**config.mk**
```make
export PLATFORM = sky130hd
export DESIGN_NAME = dsp_mem_write_dist
export DESIGN_NICKNAME = d
export VERILOG_FILES = /design/src/rtl/dsp_mem_write_dist.sv
export SDC_FILE = /design/constraint.sdc
export NUM_CORES = 1
export LEC_CHECK = 0
export BUFFER_PORTS_ARGS = -buffer_cell sky130_fd_sc_hd__buf_2
export CORE_UTILIZATION = 60
export DETAILED_ROUTE_END_ITERATION = 7
export PLACE_DENSITY = 0.84
export SLEW_MARGIN = 20
export SYNTH_ARGS = -nofsm -noshare
export SYNTH_HDL_FRONTEND = slang
export SYNTH_SLANG_ARGS = --single-unit
```
**constraint.sdc**
```tcl
create_clock -name clk -period 8.2 [get_ports clk]
set_clock_uncertainty 0.05 [all_clocks]
set_input_delay 2.05 -clock clk [delete_from_list [all_inputs] [get_ports clk]]
set_output_delay 2.05 -clock clk [all_outputs]
set_load 0.1 [all_outputs]
```
**src/rtl/dsp_mem_write_dist.sv**
```systemverilog
// dsp_mem_write_dist: buffers write requests in a small FIFO and issues them in
// push order to a bank of DSP units. Each write goes to one unit or is broadcast
// to all units. The head of the FIFO waits until every unit it targets is free.
// Optional issue and stall counters are enabled by defining DSP_WRITE_STATS_EN.
module dsp_mem_write_dist #(
  parameter int DATA_WIDTH      = 32,
  parameter int N_DSP_UNIT      = 8,
  parameter int UNIT_ADDR_WIDTH = 13,
  parameter int FIFO_DEPTH      = 4,
  localparam int LOG_N          = (N_DSP_UNIT > 1) ? $clog2(N_DSP_UNIT) : 1
) (
  input  logic                             clk,
  input  logic                             reset,
  input  logic [UNIT_ADDR_WIDTH+LOG_N-1:0] in_addr,
  input  logic                             in_bcast,
  input  logic [DATA_WIDTH-1:0]            in_data,
  input  logic                             in_valid,
  output logic                             in_ready,
  input  logic [N_DSP_UNIT-1:0]            unit_busy,
  output logic [UNIT_ADDR_WIDTH-1:0]       out_addr,
  output logic [DATA_WIDTH-1:0]            out_data,
  output logic [N_DSP_UNIT-1:0]            out_en,
  output logic                             err_unmapped,
  output logic [31:0]                      wr_count,
  output logic [31:0]                      stall_count
);

  localparam int PTR_W = $clog2(FIFO_DEPTH);
  localparam logic [LOG_N:0] N_UNITS = (LOG_N + 1)'(N_DSP_UNIT);

  // Entry storage; an entry carries its precomputed target mask
  logic [N_DSP_UNIT-1:0]      mask_mem [FIFO_DEPTH];
  logic [UNIT_ADDR_WIDTH-1:0] addr_mem [FIFO_DEPTH];
  logic [DATA_WIDTH-1:0]      data_mem [FIFO_DEPTH];

  // Pointers carry one extra bit so full and empty are distinguishable
  logic [PTR_W:0]             wptr_q, wptr_d;
  logic [PTR_W:0]             rptr_q, rptr_d;
  logic                       ready_q, ready_d;
  logic [N_DSP_UNIT-1:0]      out_en_q;
  logic [UNIT_ADDR_WIDTH-1:0] out_addr_q;
  logic [DATA_WIDTH-1:0]      out_data_q;
  logic                       err_q;

  logic [LOG_N-1:0]           unit_sel;
  logic [N_DSP_UNIT-1:0]      sel_onehot;
  logic [N_DSP_UNIT-1:0]      push_mask;
  logic [N_DSP_UNIT-1:0]      head_mask;
  logic                       sel_mapped;
  logic                       accept;
  logic                       push;
  logic                       drop;
  logic                       fifo_empty;
  logic                       issue;

  assign unit_sel = in_addr[UNIT_ADDR_WIDTH +: LOG_N];

  generate
    for (genvar gi = 0; gi < N_DSP_UNIT; gi++) begin : g_onehot
      assign sel_onehot[gi] = (unit_sel == LOG_N'(gi));
    end
  endgenerate

  // A select beyond the populated units is only legal as part of a broadcast
  assign sel_mapped = in_bcast || ({1'b0, unit_sel} < N_UNITS);
  assign push_mask  = in_bcast ? {N_DSP_UNIT{1'b1}} : sel_onehot;
  assign accept     = in_valid && ready_q;
  assign push       = accept && sel_mapped;
  assign drop       = accept && !sel_mapped;

  assign fifo_empty = (wptr_q == rptr_q);
  assign head_mask  = mask_mem[rptr_q[PTR_W-1:0]];
  assign issue      = !fifo_empty && ((head_mask & unit_busy) == '0);

  assign wptr_d  = wptr_q + {{PTR_W{1'b0}}, push};
  assign rptr_d  = rptr_q + {{PTR_W{1'b0}}, issue};
  // Ready is registered from the next occupancy, so a pop while full
  // does not open the input in the same cycle
  assign ready_d = !((wptr_d[PTR_W-1:0] == rptr_d[PTR_W-1:0]) &&
                     (wptr_d[PTR_W] != rptr_d[PTR_W]));

  // Pointer, handshake and issue-register update
  always_ff @(posedge clk or negedge reset) begin
    if (!reset) begin
      wptr_q     <= '0;
      rptr_q     <= '0;
      ready_q    <= 1'b0;
      out_en_q   <= '0;
      out_addr_q <= '0;
      out_data_q <= '0;
      err_q      <= 1'b0;
    end else begin
      wptr_q   <= wptr_d;
      rptr_q   <= rptr_d;
      ready_q  <= ready_d;
      err_q    <= drop;
      out_en_q <= issue ? head_mask : '0;
      if (issue) begin
        out_addr_q <= addr_mem[rptr_q[PTR_W-1:0]];
        out_data_q <= data_mem[rptr_q[PTR_W-1:0]];
      end
    end
  end

  // Entry write on push; contents need no reset since the pointers define validity
  always_ff @(posedge clk) begin
    if (push) begin
      mask_mem[wptr_q[PTR_W-1:0]] <= push_mask;
      addr_mem[wptr_q[PTR_W-1:0]] <= in_addr[UNIT_ADDR_WIDTH-1:0];
      data_mem[wptr_q[PTR_W-1:0]] <= in_data;
    end
  end

  assign in_ready     = ready_q;
  assign out_en       = out_en_q;
  assign out_addr     = out_addr_q;
  assign out_data     = out_data_q;
  assign err_unmapped = err_q;

`ifdef DSP_WRITE_STATS_EN
  logic [31:0] wr_count_q;
  logic [31:0] stall_count_q;
  logic        head_blocked;

  assign head_blocked = !fifo_empty && !issue;

  // Issue and blocked-head counters, wrapping at 2^32
  always_ff @(posedge clk or negedge reset) begin
    if (!reset) begin
      wr_count_q    <= '0;
      stall_count_q <= '0;
    end else begin
      wr_count_q    <= wr_count_q + 32'(issue);
      stall_count_q <= stall_count_q + 32'(head_blocked);
    end
  end

  assign wr_count    = wr_count_q;
  assign stall_count = stall_count_q;
`else
  assign wr_count    = '0;
  assign stall_count = '0;
`endif

endmodule

```
### Word level (Yosys, flattened, before mapping)

Memory sizes are Yosys's and may differ from the RTL's. A register that Yosys moved wholly into a read port is not among the register bits.
Cells that the tools add are included.

| cells by class | value |
|---|---|
| reductions and logical operators | 9 |
| muxes and demuxes | 4 |
| bitwise gates (word level) | 1 |
| $add $sub $neg | 2 |
| equal/unequal tests | 10 |

Operators with widths:

| cell | count |
|---|---|
| 8-bit 2-to-1 mux | 2 |
| 3-bit == test, second input constant | 4 |
| 8-bit AND | 1 |
| 8-bit zero test | 1 |
| 3-bit by 1-bit adder with 3-bit output | 2 |
| 3-bit by 2-bit == test with 1-bit output, second input constant | 2 |
| 1-bit zero test | 4 |
| 3-bit by 1-bit == test with 1-bit output, second input constant | 1 |
| 3-bit == test | 1 |
| 1-bit logical AND | 3 |
| 3-bit zero test | 1 |
| 2-bit == test | 1 |
| 1-bit 2-to-1 mux | 2 |
| 1-bit inequality test | 1 |

| storage, ports and cells | value |
|---|---|
| output and inout port bits | 119 |
| memories kept | 3 |
| register bits after elaboration | 15 |
| RAM bits | 212 |
| word-level logic and storage cells | 33 |
| bits of input ports | 60 |

Memories:

| memory | words | width | rd ports | clocked after Yosys merged registers in | wr ports | line | source |
|---|---|---|---|---|---|---|---|
| data_mem | 4 | 32 | 1 | 1 | 1 | 34 | `logic [DATA_WIDTH-1:0] data_mem [FIFO_DEPTH];` |
| addr_mem | 4 | 13 | 1 | 1 | 1 | 33 | `logic [UNIT_ADDR_WIDTH-1:0] addr_mem [FIFO_DEPTH];` |
| mask_mem | 4 | 8 | 1 | 0 | 1 | 32 | `logic [N_DSP_UNIT-1:0] mask_mem [FIFO_DEPTH];` |

### Depth between registers and ports, before layout

An unclocked memory read counts as a cell.

| depth | value |
|---|---|
| depth in word-level cells | 8 |
| depth in mapped cells | 11 |
| gate-level depth less buffers | 9 |

### Worst setup path before layout

No wires, ideal clock.

| path | value |
|---|---|
| kind | input port to flip-flop |
| start | input port in_valid |
| end | memory addr_mem[2][0] (enable) |
| setup time | 540 ps |
| data required time | 7610 ps |
| arrival | 6104 ps |
| path slack | 1506 ps |
| path buffers | 0 |
| cell stages on the path | 2 |
| cells stage by stage | nand2_1 -> nor3b_1 |

| between the ends | value |
|---|---|
| word-level cells in the longest chain between the ends | 3 |

Ends and longest elaborated chain:

| what | line | source |
|---|---|---|
| from (decl) | 17 | `input logic in_valid,` |
| 1-bit logical AND | 67 | `assign accept = in_valid && ready_q;` |
| 1-bit 2-to-1 mux | 107 | `if (push) begin` |
| 1-bit 2-to-1 mux (implied by the code) | 109 | `addr_mem[wptr_q[PTR_W-1:0]] <= in_addr[UNIT_ADDR_WIDTH-1:0];` |
| to (decl) | 33 |  |

No other way between the ends.

### Final worst setup path

| path | value |
|---|---|
| start | register rptr_q[0] |
| end | register ready_q, in the netlist in_ready |

| between the ends | value |
|---|---|
| word-level cells in the longest chain between the ends | 8 |
| elaborated cells between the ends (all ways) | 11 |

Ends and longest elaborated chain:

| what | line | source |
|---|---|---|
| from (decl) | 38 | `logic [PTR_W:0] rptr_q, rptr_d;` |
| from (signal assigned) | 94 | `rptr_q <= rptr_d;` |
| memory 4 x 8 bit | n/a |  |
| 8-bit AND | 73 | `assign issue = !fifo_empty && ((head_mask & unit_busy) == '0);` |
| 8-bit zero test | 73 |  |
| 1-bit logical AND | 73 |  |
| 3-bit by 1-bit adder with 3-bit output * | 76 | `assign rptr_d = rptr_q + {{PTR_W{1'b0}}, issue};` |
| net rptr_d[2] | 38 |  |
| 1-bit inequality test * | 80 | `(wptr_d[PTR_W] != rptr_d[PTR_W]));` |
| 1-bit logical AND * | 79 | `assign ready_d = !((wptr_d[PTR_W-1:0] == rptr_d[PTR_W-1:0]) &&` |
| 1-bit zero test * | 79 |  |
| net ready_d | 39 | `logic ready_q, ready_d;` |
| to (signal assigned) | 95 | `ready_q <= ready_d;` |
| to (decl) | 39 |  |

The timed path passes the listed nets; every way through them passes the cells marked *.

==> metrics.yaml <==
fin_nets: 697
cap_violations: 0
holdPathStages: 1
syn_area_sq_um: 10700
antenna_found_initial: 1
synth_edf_count: 212
maxSlewViolCount: 0
rows: 48
worst_slack_ns: 3.62
min_period_ns: 4.58
vias: 4877
syn_area_per_cell_sq_um: 21.3
start_util: 0.617
min_from: "out_data[22]"
core_area_sq_um: 17400
cts_max_path_buffers: 3
drcViolationCount: 0
wirelength_mm: 18.4
placed_cell_area_sq_um: 11300
grt.met3_usage: 0.0486
yosysMostFrequentCell: "edfxtp_1"
die-area_sq_um: 18400
place_ws_ns: 3.24
ys.flop_type: "edfxtp_1"
hold_buffers: 0
synth_top_area_share: 0.595
cts.sinks: 272
reg2reg_to: "in_ready"
synthCells: 503
cts_buffers: 26
hp-class: "flop to flop"
ys_seq_area_frac: 0.735
final_layout_size_suffix_gt1_frac: 0.412
r2r_slack_ns: 3.62
use_met2: 0.363
grt_util_all_layers: 0.207
worstSetupStartpointType: "flop"
outcome: "finished clean"
synth_commonest_cells: "edfxtp_1 (212), buf_4 (65), dfrtp_1 (60)"
cts_resized: 0
cpMostUsedCell: "ha_1"
ant_nets: 0
tritoncts: "built"
slowest_delay_ns: 0.76
design_area_sq_um: 12300
timing.rr.start: "rptr_q[0]"
io_pins: 179
startpoint: "rptr_q[0]"
port_buffers: 113
top_usage_layer: "met2"
crit_type: "flop to flop"
die_w_microns: 136
path_clk_slew_ns: 0.06
crit_path_cell_trace: "buf_16 -> mux4_1 -> a22oi_1 -> nand3_1 -> a211oi_4 -> buf_4 -> ha_1 -> ha_1 -> xor2_1 -> xnor2_1 -> or3_1"
hpwl_mm: 10.5
grt_pass1_wl_mm: 28.1
fmax_mhz: 218
met1_usage: 0.259
clk_latency_ns: 0.52
relSlewSlack: 0.371
post-route-period-util: 0.559
cts_setup_buffers: 0
path_buf_inv: 2
viasPerCell: 5.55
yosysUniqueCellTypes: 31
drt_iter0_drc: 353
arrival_ns: 4.92
synthTopCellsByArea: "edfxtp_1 (59%), dfrtp_1 (14%), mux4_2 (9.9%)"
place_congestion: 0.735
final_core_utilization: 0.708
area_growth_pct: 14.8
holdPathEnd: "out_data[22]"
synthArstFlopShare: 0.221
endpoint_kind: "flop"
synth_area_leader_cell: "edfxtp_1"
cp_slowest_cell: "dfrtp_4"
cp_max_fo: 54
setup_violations: 0
clock-root-buffer: "clkbuf_16"
ys_ff_latch: 272
gr-total-overflow: 0
rsz0062_at_grt: "no"
routedWlPerCell_microns: 21.0
grt_pass1_vias: 4976
drtPass1Iterations: 5
hold_violations: 0
cp_top_family: "buffers and inverters"
die_h_microns: 136
crit_required_ns: 8.54
ctsHtreeMaxLevel: 1
r2r_cells: 11
grt_max_degree: 61
fin_tns_setup_ns: 0
tightest_slew_ns: 0.944
synth_warnings: 0
[layer usage]
layer	part of all wire	vias up
li1	-	2117
met1	0.39	2530
met2	0.52	208
met3	0.068	22
met4	0.017	0
met5	0	-
[logic make-up after synthesis]
logic type,after synthesis,synth area share
simple gates,19,0.0105
flops,272,0.735
buf+inv,87,0.0576
other cells,1,0.000350
compound gates,12,0.0100
mux,100,0.176
fa+ha+maj,4,0.00467
xor+xnor,8,0.00654
[through the flow]
| step | hold WS [ns] | std cells |
|---|---|---|
| 4_1_cts | 0.459 | 877 |
| 3_5_place_dp | 0.439 | 829 |
| 6_report | 0.455 | 879 |
| 5_1_grt | 0.468 | 878 |
| 2_1_floorplan | 0.442 | 567 |
| 3_3_place_gp | 0.439 | 829 |
[cell type report]
class | count | area [sq um]
Antenna cell | 1 | 2.50
Timing Repair Buffer | 121 | 648
Multi-Input combinational cell | 208 | 2490
Fill cell | 1009 | 5070
Sequential cell | 272 | 7870
Clock inverter | 16 | 253
Clock buffer | 32 | 724
Tap cell | 225 | 282
Inverter | 4 | 15.0
[layout by cell type, fill, tap and decap left out, drive strengths merged, types with 7 or more instances in the layout]
master and instances:
clkinv 9, dfrtp 60, buf 121, edfxtp 212, conb 65, xor2 7
clkbuf 32, mux4 52, mux2 47, and2 7, bufinv 7
[registers in the layout, indices dropped and copies added (netlist names), 3 cells and up]
name      count
out_en        8
rptr_q        3
out_data     32
data_mem    128
addr_mem     52
mask_mem     32
wptr_q        3
out_addr     13
[how the worst max path moves through the flow]
stage,depth (start not counted),to
2_1_floorplan,2,addr_mem[2][0]
3_3_place_gp,10,in_ready
3_5_place_dp,10,in_ready
4_1_cts,10,in_ready
5_1_grt,11,in_ready
6_report,11,in_ready
Power is left out: the tool's default activity adds up to more than one toggle a clock period on the data nets, which glitch-free logic cannot reach.
